## config.mk

```make
export PLATFORM = sky130hd
export DESIGN_NAME = sprite_plotter
export DESIGN_NICKNAME = d
export VERILOG_FILES = /design/src/rtl/sprite_plotter.sv
export SDC_FILE = /design/constraint.sdc
export NUM_CORES = 1
export LEC_CHECK = 0
export CORE_AREA = 2 2 109 111
export CTS_CLUSTER_DIAMETER = 100
export DETAILED_ROUTE_END_ITERATION = 10
export DIE_AREA = 0 0 111 113
export PLACE_DENSITY = 0.62
export SYNTH_ARGS = -nofsm -noshare
export SYNTH_HDL_FRONTEND = slang
export SYNTH_SLANG_ARGS = --single-unit
```

## constraint.sdc

```tcl
create_clock -name clock -period 6.6 [get_ports clock]
set_input_delay 0.99 -clock clock [delete_from_list [all_inputs] [get_ports clock]]
set_output_delay 0.99 -clock clock [all_outputs]
set_load 0.1 [all_outputs]
```

## src/rtl/sprite_plotter.sv

```systemverilog
//==============================================================================
// Module   : sprite_plotter
// Brief    : Walks a sprite ROM in linear order and plots it through the
//            vga_adapter interface. Optional macro: SPRITE_PLOTTER_TRANSPARENT_EN
// Revision : 1.0 - initial release
//==============================================================================
`default_nettype none

module sprite_plotter #(
    parameter int SPR_W    = 6,
    parameter int SPR_H    = 6,
    parameter int ADDR_W   = 6,
    parameter int COLOUR_W = 3,
    parameter int SCR_W    = 160,
    parameter int SCR_H    = 120
) (
    input  logic                clock,
    input  logic                resetn,
    input  logic                start,
    input  logic [7:0]          x_origin,
    input  logic [6:0]          y_origin,
    output logic [ADDR_W-1:0]   rom_addr,
    input  logic [COLOUR_W-1:0] rom_q,
    output logic [7:0]          x,
    output logic [6:0]          y,
    output logic [COLOUR_W-1:0] colour,
    output logic                plot,
    output logic                busy,
    output logic                done
);

    localparam logic [ADDR_W-1:0] C_LAST_ADDR = ADDR_W'(SPR_W * SPR_H - 1);
    localparam logic [7:0]        C_COL_LAST  = 8'(SPR_W - 1);
    localparam logic [8:0]        C_SCR_W     = 9'(SCR_W);
    localparam logic [7:0]        C_SCR_H     = 8'(SCR_H);

    typedef enum logic [1:0] {
        S_IDLE  = 2'd0,
        S_FETCH = 2'd1,
        S_DRAIN = 2'd2,
        S_DONE  = 2'd3
    } state_t;

    state_t                state_q, state_d;
    logic [7:0]            x0_q, x0_d;
    logic [6:0]            y0_q, y0_d;
    logic [7:0]            col_q, col_d;
    logic [6:0]            row_q, row_d;
    logic [ADDR_W-1:0]     addr_q, addr_d;
    logic                  drain_q, drain_d;
    logic                  busy_q, busy_d;
    logic                  done_q, done_d;

    // Stage 1 travels alongside the synchronous ROM read
    logic                  s1_valid_q, s1_valid_d;
    logic                  s1_vis_q, s1_vis_d;
    logic [7:0]            s1_x_q, s1_x_d;
    logic [6:0]            s1_y_q, s1_y_d;

    logic [7:0]            x_q, x_d;
    logic [6:0]            y_q, y_d;
    logic [COLOUR_W-1:0]   colour_q, colour_d;
    logic                  plot_q, plot_d;

    logic [8:0]            w_x_wide;
    logic [7:0]            w_y_wide;
    logic                  w_opaque;

    // Wide sums so that wrap-around past 255/127 is seen as off-screen
    assign w_x_wide = {1'b0, x0_q} + {1'b0, col_q};
    assign w_y_wide = {1'b0, y0_q} + {1'b0, row_q};

`ifdef SPRITE_PLOTTER_TRANSPARENT_EN
    assign w_opaque = (rom_q != '0);
`else
    assign w_opaque = 1'b1;
`endif

    always_comb begin
        state_d    = state_q;
        x0_d       = x0_q;
        y0_d       = y0_q;
        col_d      = col_q;
        row_d      = row_q;
        addr_d     = addr_q;
        drain_d    = drain_q;
        busy_d     = busy_q;
        done_d     = 1'b0;
        s1_valid_d = 1'b0;
        s1_vis_d   = s1_vis_q;
        s1_x_d     = s1_x_q;
        s1_y_d     = s1_y_q;
        x_d        = x_q;
        y_d        = y_q;
        colour_d   = colour_q;
        plot_d     = 1'b0;

        case (state_q)
            S_IDLE: begin
                if (start) begin
                    x0_d    = x_origin;
                    y0_d    = y_origin;
                    col_d   = '0;
                    row_d   = '0;
                    addr_d  = '0;
                    busy_d  = 1'b1;
                    state_d = S_FETCH;
                end
            end
            S_FETCH: begin
                s1_valid_d = 1'b1;
                s1_vis_d   = (w_x_wide < C_SCR_W) && (w_y_wide < C_SCR_H);
                s1_x_d     = w_x_wide[7:0];
                s1_y_d     = w_y_wide[6:0];
                if (addr_q == C_LAST_ADDR) begin
                    drain_d = 1'b0;
                    state_d = S_DRAIN;
                end else begin
                    addr_d = addr_q + 1'b1;
                    if (col_q == C_COL_LAST) begin
                        col_d = '0;
                        row_d = row_q + 1'b1;
                    end else begin
                        col_d = col_q + 1'b1;
                    end
                end
            end
            S_DRAIN: begin
                if (drain_q) begin
                    busy_d  = 1'b0;
                    done_d  = 1'b1;
                    state_d = S_DONE;
                end else begin
                    drain_d = 1'b1;
                end
            end
            default: begin
                state_d = S_IDLE;
            end
        endcase

        if (s1_valid_q) begin
            plot_d   = s1_vis_q && w_opaque;
            x_d      = s1_x_q;
            y_d      = s1_y_q;
            colour_d = rom_q;
        end
    end

    always_ff @(posedge clock or negedge resetn) begin
        if (!resetn) begin
            state_q    <= S_IDLE;
            x0_q       <= '0;
            y0_q       <= '0;
            col_q      <= '0;
            row_q      <= '0;
            addr_q     <= '0;
            drain_q    <= 1'b0;
            busy_q     <= 1'b0;
            done_q     <= 1'b0;
            s1_valid_q <= 1'b0;
            s1_vis_q   <= 1'b0;
            s1_x_q     <= '0;
            s1_y_q     <= '0;
            x_q        <= '0;
            y_q        <= '0;
            colour_q   <= '0;
            plot_q     <= 1'b0;
        end else begin
            state_q    <= state_d;
            x0_q       <= x0_d;
            y0_q       <= y0_d;
            col_q      <= col_d;
            row_q      <= row_d;
            addr_q     <= addr_d;
            drain_q    <= drain_d;
            busy_q     <= busy_d;
            done_q     <= done_d;
            s1_valid_q <= s1_valid_d;
            s1_vis_q   <= s1_vis_d;
            s1_x_q     <= s1_x_d;
            s1_y_q     <= s1_y_d;
            x_q        <= x_d;
            y_q        <= y_d;
            colour_q   <= colour_d;
            plot_q     <= plot_d;
        end
    end

    assign rom_addr = addr_q;
    assign x        = x_q;
    assign y        = y_q;
    assign colour   = colour_q;
    assign plot     = plot_q;
    assign busy     = busy_q;
    assign done     = done_q;

endmodule

`default_nettype wire

```

==> flow_summary.ini <==
[outcome]
outcome = finished clean

[clock_network]
clk_path_buf_depth = 2
clkSlewWorstSetupHoldPaths_ns = 0.06
cts_resized = 0
cts_tree = done
clock_sinks = 77
clock_latency_ns = 0.34
ctsRootBufferMaster = clkbuf_16
post_cts_buffers = 0
cts_inserted_buffers = 9
h-tree-depth = 3
cts_hold_buf = 0

[power]
max-vdd-ir-drop_uv = 292.6
p_per_area_nw_per_um2 = 546.5
fin_total_pwr_mw = 2.591
leakagePower_nw = 2.121

[worst_setup_path]
cp.arrival_ns = 1.98
slowest_delay_ns = 1.19
worstSetupEndpointType = primary output
cpMaxStageDelayCell = clkdlybuf4s50_1
r2r_slack_ns = 3.96
start_kind = register
regToRegEndpoint = col_q[7]
critical_path.max_fanout = 6
path_class = register to primary output
reg2reg_from = state_q[1]
worst-path-buf-inv = 1
crit_chain = clkdlybuf4s50_1
endpoint = rom_addr[1]
crit_cells = 1
r2r_cells = 9
required_ns = 5.61
cpLargestDelayFamily = buffers and inverters
crit_start = rom_addr[1]

[floorplanning]
die_x_um = 111
die_y_um = 113
die-area_sq_um = 12540
io_pins = 48
start_util_pct = 33.87
core_sq_um = 11270
rows = 39

[logic_synthesis]
syn_inst = 331
synth_common_cells = dfrtp_1 (77), mux2_2 (40), nor2_1 (32), ha_1 (23), nand2_1 (23)
ys_seq_elements = 77
async_reset_ff_share_pct = 100.0
syn_avg_cell_area_sq_um = 11.53
syn_nets = 377
ys.flop_type = dfrtp_1
ys_top_cells_by_area = dfrtp_1 (50%), mux2_2 (12%), ha_1 (7.5%)
synth_top_area_cell = dfrtp_1
yosysWarnings = 0
synth.distinct_cells = 47
netlist_area_sq_um = 3817
synth_most_common_cell = dfrtp_1
synth_top_area_share_pct = 50.48
synth_seq_area_share_pct = 50.48
synth_edf_count = 0

[routing]
vias = 2608
viasPerCell = 4.939
dr.pass1.iters = 4
drc_errors = 0
dr.first_iter.drc_count = 99
antenna_left = 0
wl_mm = 7.394
wl_per_cell_um = 14.00

[placed_design]
gp_congestion = 0.7895
pre_cts_slack_ns = 3.742
dp_hpwl_mm = 5.355
portBuffers = 47
post_dp_cell_area_sq_um = 4429

[sta]
hold_viol_final = 0
setup_tns_ns = 0
skew_ns = 0.003531
maxSlewViolCount = 0
setup_ws_ns = 3.626
period_needed_ns = 2.974
max_slew.worst_pin.slew_ns = 0.9745
min_period_over_period_pct = 45.06
rsz0062_at_grt = no
max_freq_mhz = 336.3
slew_headroom_pct = 34.83
final-setup-viol-count = 0

[cells_and_area]
fill_cells = 1087
postLayoutCellArea_sq_um = 4741
seq_area_sq_um = 1927
diodes = 0
area_growth_pct = 24.19
final_nets = 426
drive_above_1_share_pct = 16.88
multi_input_area_sq_um = 1822

[job]
drv_cap = 0

[global_routing]
grt_antenna_before_repair = 0
grt_max_degree = 78
grt_pass1_vias = 2736
grt.overflow.total = 0
grt_pass1_wl_mm = 12.89
track_usage_pct = 12.84

[min_path]
hp-class = register to register
==> flip-flops by register name (all words and copies together) (netlist names) <==
signal and flops:
col_q 8, s1_x_q 8, x0_q 8, x 8
row_q 7, s1_y_q 7, y0_q 7, y 7
rom_addr 6, colour 3, state_q 2, busy 1
done 1, drain_q 1, plot 1, s1_valid_q 1
s1_vis_q 1
==> power by group <==
group | switching (mW) | internal [mW] | leakage, nW
logic | 0.854 | 0.436 | 1.00
clock network | 0.182 | 0.321 | 0.158
registers | 0.135 | 0.662 | 0.961
total | 1.17 | 1.42 | 2.12
==> stage by stage <==
step,hold slack [ns],std cells,util [%]
after floorplan,0.4431,331,-
after global placement,0.4640,512,39.29
after detailed placement,0.4688,512,39.29
after CTS,0.4817,528,42.06
after global routing,0.5006,528,42.06
final,0.4732,528,42.06
==> layout make-up <==
type / instances / area share [%]
multi-input combinational: 237 / 38.43
clock inverter: 4 / 0.9501
timing repair buffer: 48 / 10.03
inverter: 7 / 0.5542
tap: 143 / 3.774
clock buffer: 12 / 5.622
sequential: 77 / 40.64
==> placed cells by master, fill, tap and decap left out, types with 2 or more instances in the layout <==
| cell type | instances |
|---|---|
| xnor2_1 | 3 |
| clkbuf_8 | 3 |
| nand3_1 | 5 |
| a211oi_1 | 5 |
| clkbuf_16 | 9 |
| dfrtp_1 | 77 |
| clkinv_2 | 3 |
| mux2_2 | 40 |
| inv_1 | 7 |
| and3_1 | 5 |
| mux2i_1 | 3 |
| o211ai_1 | 2 |
| nor2_1 | 32 |
| or3_1 | 2 |
| clkdlybuf4s50_1 | 46 |
| buf_4 | 2 |
| a21oi_1 | 9 |
| nor3_1 | 5 |
| ha_1 | 23 |
| o2bb2ai_1 | 2 |
| xor2_1 | 19 |
| nand2_1 | 23 |
| nand4_1 | 9 |
| nor2b_1 | 2 |
| o21ai_0 | 17 |
| a21o_1 | 4 |
| and2_1 | 5 |
| fa_1 | 2 |
==> worst min path at each step <==
| stage | slack, ns | depth (start not counted) | start | to |
|---|---|---|---|---|
| CTS | 0.48 | 1 | s1_x_q[4] | s1_x_q[4] |
| finish | 0.47 | 2 | s1_vis_q | s1_vis_q |
| detailed placement | 0.47 | 2 | s1_vis_q | s1_vis_q |
| global route | 0.50 | 1 | s1_x_q[4] | s1_x_q[4] |
| floorplan | 0.44 | 2 | s1_vis_q | s1_vis_q |
| global placement | 0.46 | 1 | s1_x_q[4] | s1_x_q[4] |
==> per-layer routing <==
layer	GRT usage (%)	vias up	wire (um)
met5	0	-	0
met4	6.167	0	174
met3	3.321	15	272
met2	20.57	44	3497
met1	16.31	1271	3450
li1	-	1278	-
==> logic make-up (layout without fill, tap and decap cells) <==
kind of cell,Yosys count,in the layout,synth area share (%)
compound gates,50,50,8.784
mux,44,44,12.88
fa+ha+maj,25,25,8.587
flops,77,77,50.48
buf+inv,17,71,1.803
xor+xnor,22,22,5.048
simple gates,96,96,12.42
==> worst reg2reg max path, delay by kind of cell (launching register included) <==
kind,cells,cell delay (ns)
fa+ha+maj,1,0.54
mux,1,0.16
compound gates,1,0.41
buf+inv,2,0.43
simple gates,3,0.43
xor+xnor,1,0.15
flops,1,0.40
Note: power is estimated with default switching activity, not from simulation.
